[src/rtl/seg7_scan2_pkg.sv]
// +--------------------------------------------------------------------------+
// | seg7_pkg : shared types and constants for the 2-digit scan display.      |
// | Rev 1.0  : initial release                                               |
// +--------------------------------------------------------------------------+
`default_nettype none

package seg7_pkg;

  typedef enum logic [1:0] {
    ST_BLANK1  = 2'd0,
    ST_DIG0_ON = 2'd1,
    ST_BLANK0  = 2'd2,
    ST_DIG1_ON = 2'd3
  } scan_state_t;

  localparam logic [6:0] SEG_BLANK = 7'h7F;
  localparam logic [6:0] SEG_DASH  = 7'h3F;

  // Active-low {g,f,e,d,c,b,a}; element 0 is the rightmost entry.
  localparam logic [9:0][6:0] SEG_TABLE = {
    7'h10, 7'h00, 7'h78, 7'h02, 7'h12,
    7'h19, 7'h30, 7'h24, 7'h79, 7'h40
  };

endpackage

`default_nettype wire

[src/rtl/seg7_scan2_decode.sv]
// +--------------------------------------------------------------------------+
// | seg7_decode : combinational BCD to active-low seven-segment decoder.     |
// | Rev 1.0     : initial release                                            |
// +--------------------------------------------------------------------------+
`default_nettype none

module seg7_decode
  import seg7_pkg::*;
(
  input  logic [3:0] i_digit,
  output logic [6:0] o_seg_n
);

  always_comb begin
    o_seg_n = SEG_DASH;
    if (i_digit <= 4'd9) begin
      o_seg_n = SEG_TABLE[i_digit];
    end
  end

endmodule

`default_nettype wire

[src/rtl/seg7_scan2.sv]
// +--------------------------------------------------------------------------+
// | seg7_scan2 : 2-digit multiplexed common-anode display scanner with       |
// |              inter-digit blanking and per-frame digit snapshots.         |
// |              Define SEG7_SCAN2_LZ_BLANK_EN to blank a leading tens zero. |
// | Rev 1.0    : initial release                                             |
// +--------------------------------------------------------------------------+
`default_nettype none

module seg7_scan2
  import seg7_pkg::*;
#(
  parameter int ON_CYCLES    = 50000,
  parameter int BLANK_CYCLES = 1000
) (
  input  logic       clk,
  input  logic       reset,
  input  logic [3:0] ones_in,
  input  logic [3:0] tens_in,
  input  logic       disp_en,
  output logic [6:0] seg_n,
  output logic [1:0] an_n,
  output logic       frame_tick
);

  localparam int c_max_cycles = (ON_CYCLES > BLANK_CYCLES) ? ON_CYCLES : BLANK_CYCLES;
  localparam int c_tw         = (c_max_cycles > 1) ? $clog2(c_max_cycles) : 1;
  localparam logic [c_tw-1:0] c_on_last    = c_tw'(ON_CYCLES - 1);
  localparam logic [c_tw-1:0] c_blank_last = c_tw'(BLANK_CYCLES - 1);

  scan_state_t     r_state, w_state_nxt;
  logic [c_tw-1:0] r_timer, w_timer_nxt;
  logic [3:0]      r_ones, r_tens, w_ones_nxt, w_tens_nxt;
  logic [6:0]      w_seg_ones, w_seg_tens, w_seg_nxt;
  logic [1:0]      w_an_nxt;
  logic            w_done, w_load, w_tick_nxt;

  seg7_decode u_dec_ones (.i_digit(w_ones_nxt), .o_seg_n(w_seg_ones));
  seg7_decode u_dec_tens (.i_digit(w_tens_nxt), .o_seg_n(w_seg_tens));

  always_ff @(posedge clk) begin
    if (reset) begin
      r_state    <= ST_BLANK1;
      r_timer    <= '0;
      r_ones     <= 4'd0;
      r_tens     <= 4'd0;
      seg_n      <= SEG_BLANK;
      an_n       <= 2'b11;
      frame_tick <= 1'b0;
    end else begin
      r_state    <= w_state_nxt;
      r_timer    <= w_timer_nxt;
      r_ones     <= w_ones_nxt;
      r_tens     <= w_tens_nxt;
      seg_n      <= w_seg_nxt;
      an_n       <= w_an_nxt;
      frame_tick <= w_tick_nxt;
    end
  end

  always_comb begin
    w_state_nxt = r_state;
    w_timer_nxt = r_timer + c_tw'(1);
    w_an_nxt    = 2'b11;
    w_seg_nxt   = SEG_BLANK;

    if (r_state == ST_DIG0_ON || r_state == ST_DIG1_ON) begin
      w_done = (r_timer == c_on_last);
    end else begin
      w_done = (r_timer == c_blank_last);
    end

    if (w_done) begin
      w_timer_nxt = '0;
      case (r_state)
        ST_BLANK1:  w_state_nxt = ST_DIG0_ON;
        ST_DIG0_ON: w_state_nxt = ST_BLANK0;
        ST_BLANK0:  w_state_nxt = ST_DIG1_ON;
        default:    w_state_nxt = ST_BLANK1;
      endcase
    end

    // Snapshot on frame start so a frame never mixes pre- and post-carry digits.
    w_load     = (r_state == ST_BLANK1) && w_done;
    w_tick_nxt = w_load;
    w_ones_nxt = w_load ? ones_in : r_ones;
    w_tens_nxt = w_load ? tens_in : r_tens;

    if (disp_en) begin
      case (w_state_nxt)
        ST_DIG0_ON: begin
          w_an_nxt  = 2'b10;
          w_seg_nxt = w_seg_ones;
        end
        ST_DIG1_ON: begin
`ifdef SEG7_SCAN2_LZ_BLANK_EN
          if (w_tens_nxt != 4'd0) begin
            w_an_nxt  = 2'b01;
            w_seg_nxt = w_seg_tens;
          end
`else
          w_an_nxt  = 2'b01;
          w_seg_nxt = w_seg_tens;
`endif
        end
        default: begin
          w_an_nxt  = 2'b11;
          w_seg_nxt = SEG_BLANK;
        end
      endcase
    end
  end

endmodule

`default_nettype wire
[config.mk]
export PLATFORM = sky130hd
export DESIGN_NAME = seg7_scan2
export DESIGN_NICKNAME = d
export VERILOG_FILES = /design/src/rtl/seg7_scan2_pkg.sv /design/src/rtl/seg7_scan2_decode.sv /design/src/rtl/seg7_scan2.sv
export SDC_FILE = /design/constraint.sdc
export NUM_CORES = 1
export LEC_CHECK = 0
export BUFFER_PORTS_ARGS = -buffer_cell sky130_fd_sc_hd__buf_2
export CELL_PAD_IN_SITES_DETAIL_PLACEMENT = 2
export CELL_PAD_IN_SITES_GLOBAL_PLACEMENT = 2
export CORE_ASPECT_RATIO = 1.75
export CORE_UTILIZATION = 36
export CTS_CLUSTER_SIZE = 20
export DETAILED_ROUTE_END_ITERATION = 10
export PLACE_DENSITY = 0.84
export RECOVER_POWER = 25
export SLEW_MARGIN = 20
export SYNTH_ARGS = -nofsm -noshare
export SYNTH_HDL_FRONTEND = slang
export SYNTH_SLANG_ARGS = --single-unit
[constraint.sdc]
create_clock -name clk -period 3.9 [get_ports clk]
set_input_delay 0.585 -clock clk [delete_from_list [all_inputs] [get_ports clk]]
set_output_delay 0.585 -clock clk [all_outputs]
set_load 0.01 [all_outputs]
==> flow_summary.toml, run 1 <==
[timing]
min_period_ps = 3540
clock_skew_ps = 10.4
fin_tns_setup_ps = 0
drv_slew = 0
slew_headroom = 0.556
worst_pin_slew_ps = 663
hold_viol = 0
layout_worst_path_cycle_share = 0.908
grt_setup_unrepaired = "false"
setup_slack_ps = 359
setup_viol = 0
fmax_ghz = 0.282

[yosys]
yosys_warnings = 0
synthTopCellsByCount = "nor2_1, dfxtp_1, ha_1"
syn_inst = 237
synth_cell_types = 54
synth_nets = 262
synth_area_leaders = "dfxtp_1, ha_1, nor2_1"
synthDominantCellAreaShare = 0.346
ys_seq_area_frac = 0.346
syn_area_mm2 = 0.00208
synthArstFlopShare = 0
synth_area_per_cell_um2 = 8.79
synth.ff_latch_count = 36
ys.flop_type = "dfxtp_1"
synthMostInstantiatedCell = "nor2_1"
yosysTopAreaCell = "dfxtp_1"
synth-edff-count = 0

[grt]
first_global_vias = 2027
overflow = 0
grt_max_degree = 16
grt_pass1_wl_mm = 9.92
antenna_found_initial = 0
grt_util_all_layers = 0.225

[critical_path]
rr_worst_depth = 11
endpoint_kind = "flip-flop"
cp-start-kind = "flip-flop"
cp.required_ps = 4090
regToRegSetupSlack_ps = 360
crit_fanout = 14
cpPeakStageDelay_ps = 540
reg2reg_from = "r_timer[6]"
path_class = "reg2reg"
arrival_ps = 3730
worstReg2RegEnd = "seg_n[2]"
crit_chain = "nor4b_1 > and3_2 > nand3_4 > mux2i_1 > ha_1 > nor2_1 > o21ai_0 > a21oi_1 > a211o_1 > or2_2 > o32a_1"
slowest_stage = "nor4b_1"

[place]
dp_cells = 330
gp_congestion = 0.949
port_buffers = 20
hpwl_mm = 4.86
dpl_worst_slack_ps = 366

[route]
routed_wl_mm = 6.14
final_antenna_net_count = 0
routedWlPerCell_um = 18.2
vias = 1849
drt_iter0_drc = 53
dr.pass1.iters = 4
via_per_inst = 5.47
drc_errors = 0

[cts]
post_cts_resized = 0
cts-root-buf = "clkbuf_8"
htreeDepth = 2
clk_path_buf_depth = 2
cts_tree = "yes"
cts_sinks = 36
hold_buffers = 0
numCtsBuffers = 5
path_clk_slew_ps = 80
cts_setup_buffers = 0
insertion_delay_ps = 300

[floorplan]
num_rows = 36
chipHeight_um = 103
die_area_mm2 = 0.00611
core_area_mm2 = 0.00559
boundaryPins = 21
die_x_um = 59.5
start_util = 0.373

[hold_path]
worstHoldPathCells = 1
hold_path_end = "r_timer[0]"
worstHoldStart = "r_timer[0]"
hp-class = "reg2reg"

[finish]
seq_area_um2 = 721
drive_above_1_share = 0.134
fillers = 680
diodes = 0
multi_input_area_mm2 = 0.00129
area_growth_pct = 12.4
final_nets = 286
layout.cells.non_filler = 338

[power_and_ir_drop]
total_power_mw = 0.667
leakagePower_nw = 0.927
ir_drop_mv = 0.208
powerDensity_mw_per_mm2 = 285

[status]
status = "finished clean"

[flow_run]
maxCapViolations = 0
## per-stage QoR
step / instance area [um^2] / hold slack (ps) / utilization
2_1_floorplan: 2080 / 418 / -
3_3_place_gp: 2270 / 427 / 0.406
3_5_place_dp: 2270 / 446 / 0.406
4_1_cts: 2350 / 460 / 0.422
5_1_grt: 2340 / 493 / 0.419
6_report: 2340 / 454 / 0.419
## kinds of logic after synthesis
kind of cell               after synthesis  synth area share
muxes                                   12            0.0667
AOI/OAI and AO/OA                       45             0.165
adders and majority gates               14            0.0841
DFF                                     36             0.346
xor gates and xnor gates                14            0.0589
buffers and inverters                   16            0.0342
and+or+nand+nor                        100             0.246
## layer usage
| layer | vias to the layer above | share of wire | track usage |
|---|---|---|---|
| li1 | 886 | - | - |
| met1 | 904 | 0.35 | 0.200 |
| met2 | 38 | 0.58 | 0.441 |
| met3 | 21 | 0.024 | 0.0427 |
| met4 | 0 | 0.046 | 0.145 |
| met5 | - | 0 | 0 |
## layout by cell type, fill, tap and decap left out, types with 2 or more instances in the layout
cell,Yosys,routed
a21oi_1,9,9
clkbuf_1,2,10
o21ai_0,4,4
nand4b_1,2,2
nand2_1,12,12
xor2_1,8,8
and2_1,2,2
or2_2,2,2
nor2_1,41,41
xnor2_1,6,6
inv_1,10,10
ha_1,14,14
and4_1,3,3
or3_1,3,3
clkbuf_8,0,5
dfxtp_1,36,36
nor2b_1,4,4
nor3_1,9,9
nand3_1,7,7
o22a_1,2,2
o221ai_1,2,2
o211ai_1,4,4
a211oi_1,4,4
buf_4,0,3
buf_2,3,10
a211o_1,2,2
o21ai_2,2,2
clkinv_2,0,2
nand4_1,3,3
mux2i_1,9,9
nand2b_1,6,6
## critical path: cells and delay by family (launching register included)
family / cells / cell delay (ps)
fa+ha+maj: 1 / 280
flops: 1 / 410
compound gates: 4 / 750
simple gates: 5 / 1520
mux: 1 / 440
## layout make-up
cell class / instances / area share
multi-input cells: 185 / 0.551
well taps: 76 / 0.0406
inverters: 10 / 0.0160
clock buffers: 5 / 0.0294
repair buffers: 23 / 0.0470
flip-flops and latches: 36 / 0.308
clock inverters: 3 / 0.00801
## worst max path at each step
| stage | startpoint | endpoint | slack [ps] | cells past startpoint |
|---|---|---|---|---|
| after floorplan | r_state[0] | seg_n[2] | 810 | 12 |
| after global placement | r_state[0] | seg_n[2] | 450 | 11 |
| after detailed placement | r_timer[4] | seg_n[2] | 370 | 11 |
| after CTS | r_timer[6] | seg_n[2] | 340 | 11 |
| after global routing | r_timer[6] | seg_n[2] | 140 | 11 |
| final | r_timer[6] | seg_n[2] | 360 | 11 |
## report_power, final
part           internal [mW]  leakage (nW)  switching [mW]
registers              0.370         0.291         0.00199
clock network          0.125        0.0479           0.148
logic                0.00802         0.589          0.0150
total                  0.502         0.927           0.165
## flip-flops by register name (all words and copies together), names as in the netlist
signal      flops
r_timer        16
r_state         2
r_ones          4
an_n            2
seg_n           7
frame_tick      1
r_tens          4
Power figures use the tool's default switching activity.
==> run 2: changes to the inputs <==
--- a/config.mk
+++ b/config.mk
@@ -5,14 +5,15 @@
 export SDC_FILE = /design/constraint.sdc
 export NUM_CORES = 1
 export LEC_CHECK = 0
+export ABC_AREA = 1
 export BUFFER_PORTS_ARGS = -buffer_cell sky130_fd_sc_hd__buf_2
 export CELL_PAD_IN_SITES_DETAIL_PLACEMENT = 2
 export CELL_PAD_IN_SITES_GLOBAL_PLACEMENT = 2
 export CORE_ASPECT_RATIO = 1.75
-export CORE_UTILIZATION = 36
+export CORE_UTILIZATION = 33
 export CTS_CLUSTER_SIZE = 20
 export DETAILED_ROUTE_END_ITERATION = 10
-export PLACE_DENSITY = 0.84
+export PLACE_DENSITY = 0.83
 export RECOVER_POWER = 25
 export SLEW_MARGIN = 20
 export SYNTH_ARGS = -nofsm -noshare
==> flow_summary.toml, run 2 <==
[cts]
cts_tree = "yes"
insertion_delay_ps = 290
cts-root-buf = "clkbuf_8"
numCtsBuffers = 5
cts_sinks = 36
path_clk_slew_ps = 80
post_cts_resized = 0
clk_path_buf_depth = 2
cts_setup_buffers = 0
htreeDepth = 2
hold_buffers = 0

[timing]
slew_headroom = 0.620
setup_viol = 0
drv_slew = 0
fin_tns_setup_ps = 0
hold_ws_ps = 478
grt_setup_unrepaired = "false"
fmax_ghz = 0.366
hold_viol = 0
layout_worst_path_cycle_share = 0.701
worst_pin_slew_ps = 569
min_period_ps = 2730
clock_skew_ps = 6.27

[critical_path]
crit_top_cell = "nand2_1"
cp_num_buf_inv = 2
worstReg2RegEnd = "seg_n[4]"
cp.required_ps = 4140
regToRegSetupSlack_ps = 1170
path_class = "reg2reg"
cpPeakStageDelay_ps = 370
cp.depth = 15
arrival_ps = 2970
critical-path-top-delay-family = "simple AND/OR/NAND/NOR gates"
crit_chain = "ha_1 > nand2_1 > inv_2 > nand3_1 > nor2_4 > nand4_4 > o21ai_2 > inv_1 > ha_1 > or2_2 > nand2_1 > nand2_2 > nand3_1 > nand2_1 > nand2_1"
cp-start-kind = "flip-flop"
endpoint_kind = "flip-flop"
rr_worst_depth = 15
crit_end = "seg_n[4]"
cp-startpoint = "r_timer[0]"
reg2reg_from = "r_timer[0]"
slowest_stage = "dfxtp_1"
crit_fanout = 15

[finish]
area_growth_pct = 13.6
final_common_cell = "nand2_1"
diodes = 0
fillers = 765
largest-register = "r_timer"
final_nets = 328
post-route-util = 0.390
final_cell_mix = "nand2_1, dfxtp_1, inv_1, nor2_1, nand3_1"
largest_reg_flops = 16
reg.largest.list = "r_timer x16, seg_n x7"
drive_above_1_share = 0.174

[power_and_ir_drop]
p_int_mw = 0.565
powerDensity_mw_per_mm2 = 312
p_clk_frac = 0.460
leakagePower_nw = 1.07
ir_drop_mv = 0.251
p_comb_frac = 0.025
p_seq_frac = 0.515
switching_share = 0.216
switchingPower_mw = 0.156

[route]
via_per_inst = 4.85
routed_wl_mm = 5.76
drt_iter0_drc = 49
routedWlPerCell_um = 15.1
dr.pass1.iters = 2
vias = 1851
final_antenna_net_count = 0
drc_errors = 0

[place]
hpwl_mm = 4.77
gp_congestion = 0.780
port_buffers = 20

[yosys]
yosys_warnings = 0
synthArstFlopShare = 0
synthMostInstantiatedCell = "nand2_1"
synth.ff_latch_count = 36
syn_area_mm2 = 0.00204
synth_cell_types = 31
synthTopCellsByCount = "nand2_1, dfxtp_1, inv_1, nor2_1, nand3_1"
synth_nets = 304
syn_inst = 279
ys_seq_area_frac = 0.354
ys.flop_type = "dfxtp_1"
synthDominantCellAreaShare = 0.354
synth_area_per_cell_um2 = 7.30
synth-edff-count = 0
synth_area_leaders = "dfxtp_1, nand2_1, ha_1"
yosysTopAreaCell = "dfxtp_1"

[grt]
grt_pass1_wl_mm = 9.55
grt_max_degree = 17
grtUsageMet2 = 0.436
busiest_layer = "met2"
grt_util_all_layers = 0.202
gr-usage-met3 = 0.0389
grtUsageMet1 = 0.158
antenna_found_initial = 0
overflow = 0
first_global_vias = 2108

[floorplan]
core_area_mm2 = 0.00593
num_rows = 37
boundaryPins = 21
start_util = 0.344
die_area_mm2 = 0.00650
die_x_um = 61.4
chipHeight_um = 106

[status]
status = "finished clean"

[flow_run]
maxCapViolations = 0

[hold_path]
hp-class = "reg2reg"
run 2: cell count changes after synthesis, moves of 6 or more:
| cell | change |
|---|---|
| mux2i_1 | -9 |
| nor3_1 | -6 |
| inv_1 | +25 |
| nor2_1 | -6 |
| nand2b_1 | -6 |
| nand2_2 | +9 |
| nand2_1 | +55 |
| nand3_1 | +24 |
run 2: logic make-up (layout without fill, tap and decap cells):
family,after synthesis,in the layout,share of synthesized area
AO/OA/AOI/OAI,15,15,0.0534
XOR/XNOR,7,7,0.0301
adder cells (fa/ha/maj),14,14,0.0860
buffers and inverters,42,67,0.0823
flip-flops,36,36,0.354
AND/OR/NAND/NOR,165,165,0.394
run 2: layout make-up:
cell class,instances,area (um^2),share of cell area
repair buffers,20,87.6,0.0379
clock buffers,5,68.8,0.0297
well taps,78,97.6,0.0422
flip-flops and latches,36,721,0.312
inverters,39,148,0.0638
multi-input cells,201,1150,0.496
clock inverters,3,42.5,0.0184
run 2: through the flow:
| step | cell area, um^2 | worst slack [ps] | instances | total power [mW] |
|---|---|---|---|---|
| after floorplan | 2040 | 1610 | 279 | 0.389 |
| after CTS | 2330 | 1110 | 382 | 0.736 |
| after detailed placement | 2210 | 1140 | 374 | 0.399 |
| after global placement | 2210 | 1280 | 374 | 0.398 |
| final | 2310 | 1170 | 382 | 0.721 |
| after global routing | 2310 | 937 | 382 | 0.752 |
run 2: per-layer routing:
metal,routed length (um),up-vias
li1,-,910
met1,1840,912
met2,3730,19
met3,87,10
met4,112,0
met5,0,-
run 2: power groups by stage:
stage	Clock (mW)	Combinational (mW)	Sequential [mW]
2_1_floorplan	0	0.00914	0.380
3_3_place_gp	0	0.0177	0.380
3_5_place_dp	0	0.0187	0.380
4_1_cts	0.346	0.0187	0.372
5_1_grt	0.359	0.0206	0.372
6_report	0.332	0.0181	0.372
run 2: worst min path at each step:
| stage | start | to | slack [ps] | cells after the start |
|---|---|---|---|---|
| after floorplan | r_timer[0] | r_timer[0] | 420 | 1 |
| after global placement | r_timer[0] | r_timer[0] | 430 | 1 |
| after detailed placement | r_timer[0] | r_timer[0] | 480 | 1 |
| after CTS | r_timer[0] | r_timer[0] | 490 | 1 |
| after global routing | r_timer[0] | r_timer[0] | 510 | 1 |
| final | r_timer[0] | r_timer[0] | 480 | 1 |
==> run 3: changes to the inputs <==
--- a/config.mk
+++ b/config.mk
@@ -5,15 +5,15 @@
 export SDC_FILE = /design/constraint.sdc
 export NUM_CORES = 1
 export LEC_CHECK = 0
-export ABC_AREA = 1
+export ABC_AREA = 0
 export BUFFER_PORTS_ARGS = -buffer_cell sky130_fd_sc_hd__buf_2
 export CELL_PAD_IN_SITES_DETAIL_PLACEMENT = 2
 export CELL_PAD_IN_SITES_GLOBAL_PLACEMENT = 2
 export CORE_ASPECT_RATIO = 1.75
-export CORE_UTILIZATION = 33
+export CORE_UTILIZATION = 32
 export CTS_CLUSTER_SIZE = 20
 export DETAILED_ROUTE_END_ITERATION = 10
-export PLACE_DENSITY = 0.83
+export PLACE_DENSITY = 0.79
 export RECOVER_POWER = 25
 export SLEW_MARGIN = 20
 export SYNTH_ARGS = -nofsm -noshare
==> constraint.sdc (replaced) <==
create_clock -name clk -period 2.5 [get_ports clk]
set_input_delay 0.375 -clock clk [delete_from_list [all_inputs] [get_ports clk]]
set_output_delay 0.375 -clock clk [all_outputs]
set_load 0.01 [all_outputs]
==> flow_summary.toml, run 3 (synthesis gave the netlist of run 1 again) <==
[floorplan]
core_area_mm2 = 0.00623
start_util = 0.334
num_rows = 38
die_area_mm2 = 0.00685
chipHeight_um = 109
die_x_um = 63.0
boundaryPins = 21

[critical_path]
cp_num_buf_inv = 1
cp.depth = 10
arrival_ps = 3220
path_class = "reg2reg"
rr_worst_depth = 10
slowest_stage = "or4b_4"
critical-path-top-delay-family = "compound AO/OA/AOI/OAI gates"
cp.required_ps = 2690
endpoint_kind = "flip-flop"
cpPeakStageDelay_ps = 570
cp-start-kind = "flip-flop"
crit_fanout = 6
crit_chain = "or4b_4 > o22ai_4 > nand3_4 > buf_4 > mux2i_4 > ha_4 > nor2_4 > a2111oi_1 > a211oi_1 > o22a_1"

[finish]
area_growth_pct = 42.6
largest-register = "r_timer"
final_cell_mix = "buf_4, nor2_1, dfxtp_1"
reg.largest.list = "r_timer x16, seg_n x7"
drive_above_1_share = 0.360
diodes = 0
final_common_cell = "buf_4"
stdcell_area_mm2 = 0.00297
largest_reg_flops = 16
final_nets = 341

[timing]
hold_ws_ps = 434
drv_slew = 0
grt_setup_unrepaired = "true"
hold_viol = 0
layout_worst_path_cycle_share = 1.21
clock_skew_ps = 8.94
setup_slack_ps = -528
slew_headroom = 0.640
min_period_ps = 3030
fmax_ghz = 0.330
worst_pin_slew_ps = 535
setup_viol = 7

[hold_path]
worstHoldPathCells = 3
hp-class = "in2reg"

[power_and_ir_drop]
ir_drop_mv = 0.345
p_seq_frac = 0.536
p_clk_frac = 0.419
powerDensity_mw_per_mm2 = 364
switching_share = 0.243
p_int_mw = 0.819
switchingPower_mw = 0.262
leakagePower_nw = 1.19
total_power_mw = 1.08
p_comb_frac = 0.045

[status]
status = "finished, violations left"
violations = "setup timing"

[flow_run]
maxCapViolations = 0

[cts]
cts_tree = "yes"
htreeDepth = 2
numCtsBuffers = 5
path_clk_slew_ps = 80
clk_path_buf_depth = 2
insertion_delay_ps = 300
cts-root-buf = "clkbuf_8"
cts_sinks = 36

[place]
placed_area_mm2 = 0.00262
dpl_worst_slack_ps = -458
hpwl_mm = 6.10
gp_congestion = 0.899
port_buffers = 20

[route]
dr.pass1.iters = 4
drt_iter0_drc = 133
vias = 2218
routedWlPerCell_um = 24.5
via_per_inst = 5.59
drc_errors = 0
routed_wl_mm = 9.73
final_antenna_net_count = 0

[grt]
grt_util_all_layers = 0.272
antenna_found_initial = 0
grt_pass1_wl_mm = 13.6
overflow = 0
first_global_vias = 2511
grt_max_degree = 16
run 3: cell types whose count changed in the layout (fill, tap and decap cells not counted), moves of 5 or more:
cell      change
nand2_1      -55
buf_4        +54
inv_1        -28
nand3_1      -24
nand2_2       -9
mux2i_1       +6
nand2b_1      +6
nor3_1        +6
ha_1          -5
ha_4          +5
run 3: final cells by class:
class                   count  area (um^2)
well taps                  80          100
multi-input cells         185         1480
inverters                  10         40.0
repair buffers             78          533
fillers                   691         3260
flip-flops and latches     36          723
clock buffers               8         90.1
run 3: final timing paths:
| path | startpoint | to | slack, ps |
|---|---|---|---|
| worst min register to register | r_timer[0] | r_timer[0] | 530 |
| worst max-delay path | r_state[0] | seg_n[4] | -530 |
| worst min-delay path | disp_en | an_n[0] | 430 |
| worst max register to register | r_state[0] | seg_n[4] | -530 |
run 3: through the flow:
stage | setup TNS (ps) | std cells | util
3_3_place_gp | -1840 | 374 | 0.421
4_1_cts | -2410 | 391 | 0.459
2_1_floorplan | -1600 | 237 | -
5_1_grt | -3650 | 397 | 0.477
3_5_place_dp | -2840 | 374 | 0.421
6_report | -3230 | 397 | 0.477
run 3: per-layer routing:
metal | vias up | share of wire | global-route usage
li1 | 999 | - | -
met1 | 1117 | 0.35 | 0.239
met2 | 61 | 0.56 | 0.536
met3 | 41 | 0.027 | 0.0439
met4 | 0 | 0.062 | 0.204
met5 | - | 0 | 0
run 3: repair_timing:
item | 4_1_cts | 5_1_grt
pin swaps | 9 | 9
hold buffers | 0 | 0
resized for setup | 17 | 18
setup endpoints to repair | 7 | 7
setup buffers | 10 | 7
run 3: power groups by stage:
stage	registers, mW	logic [mW]	clock network, mW
global placement	0.592	0.0419	0
CTS	0.579	0.0468	0.457
detailed placement	0.593	0.0456	0
floorplan	0.593	0.0174	0
global route	0.580	0.0526	0.486
finish	0.579	0.0489	0.452
run 3: worst reg2reg max path: stages, from the launching register on:
cell and delay, ps:
dfxtp_2 330, or4b_4 570, o22ai_4 160, nand3_4 190
buf_4 210, mux2i_4 300, ha_4 230, nor2_4 70
a2111oi_1 460, a211oi_1 150, o22a_1 250
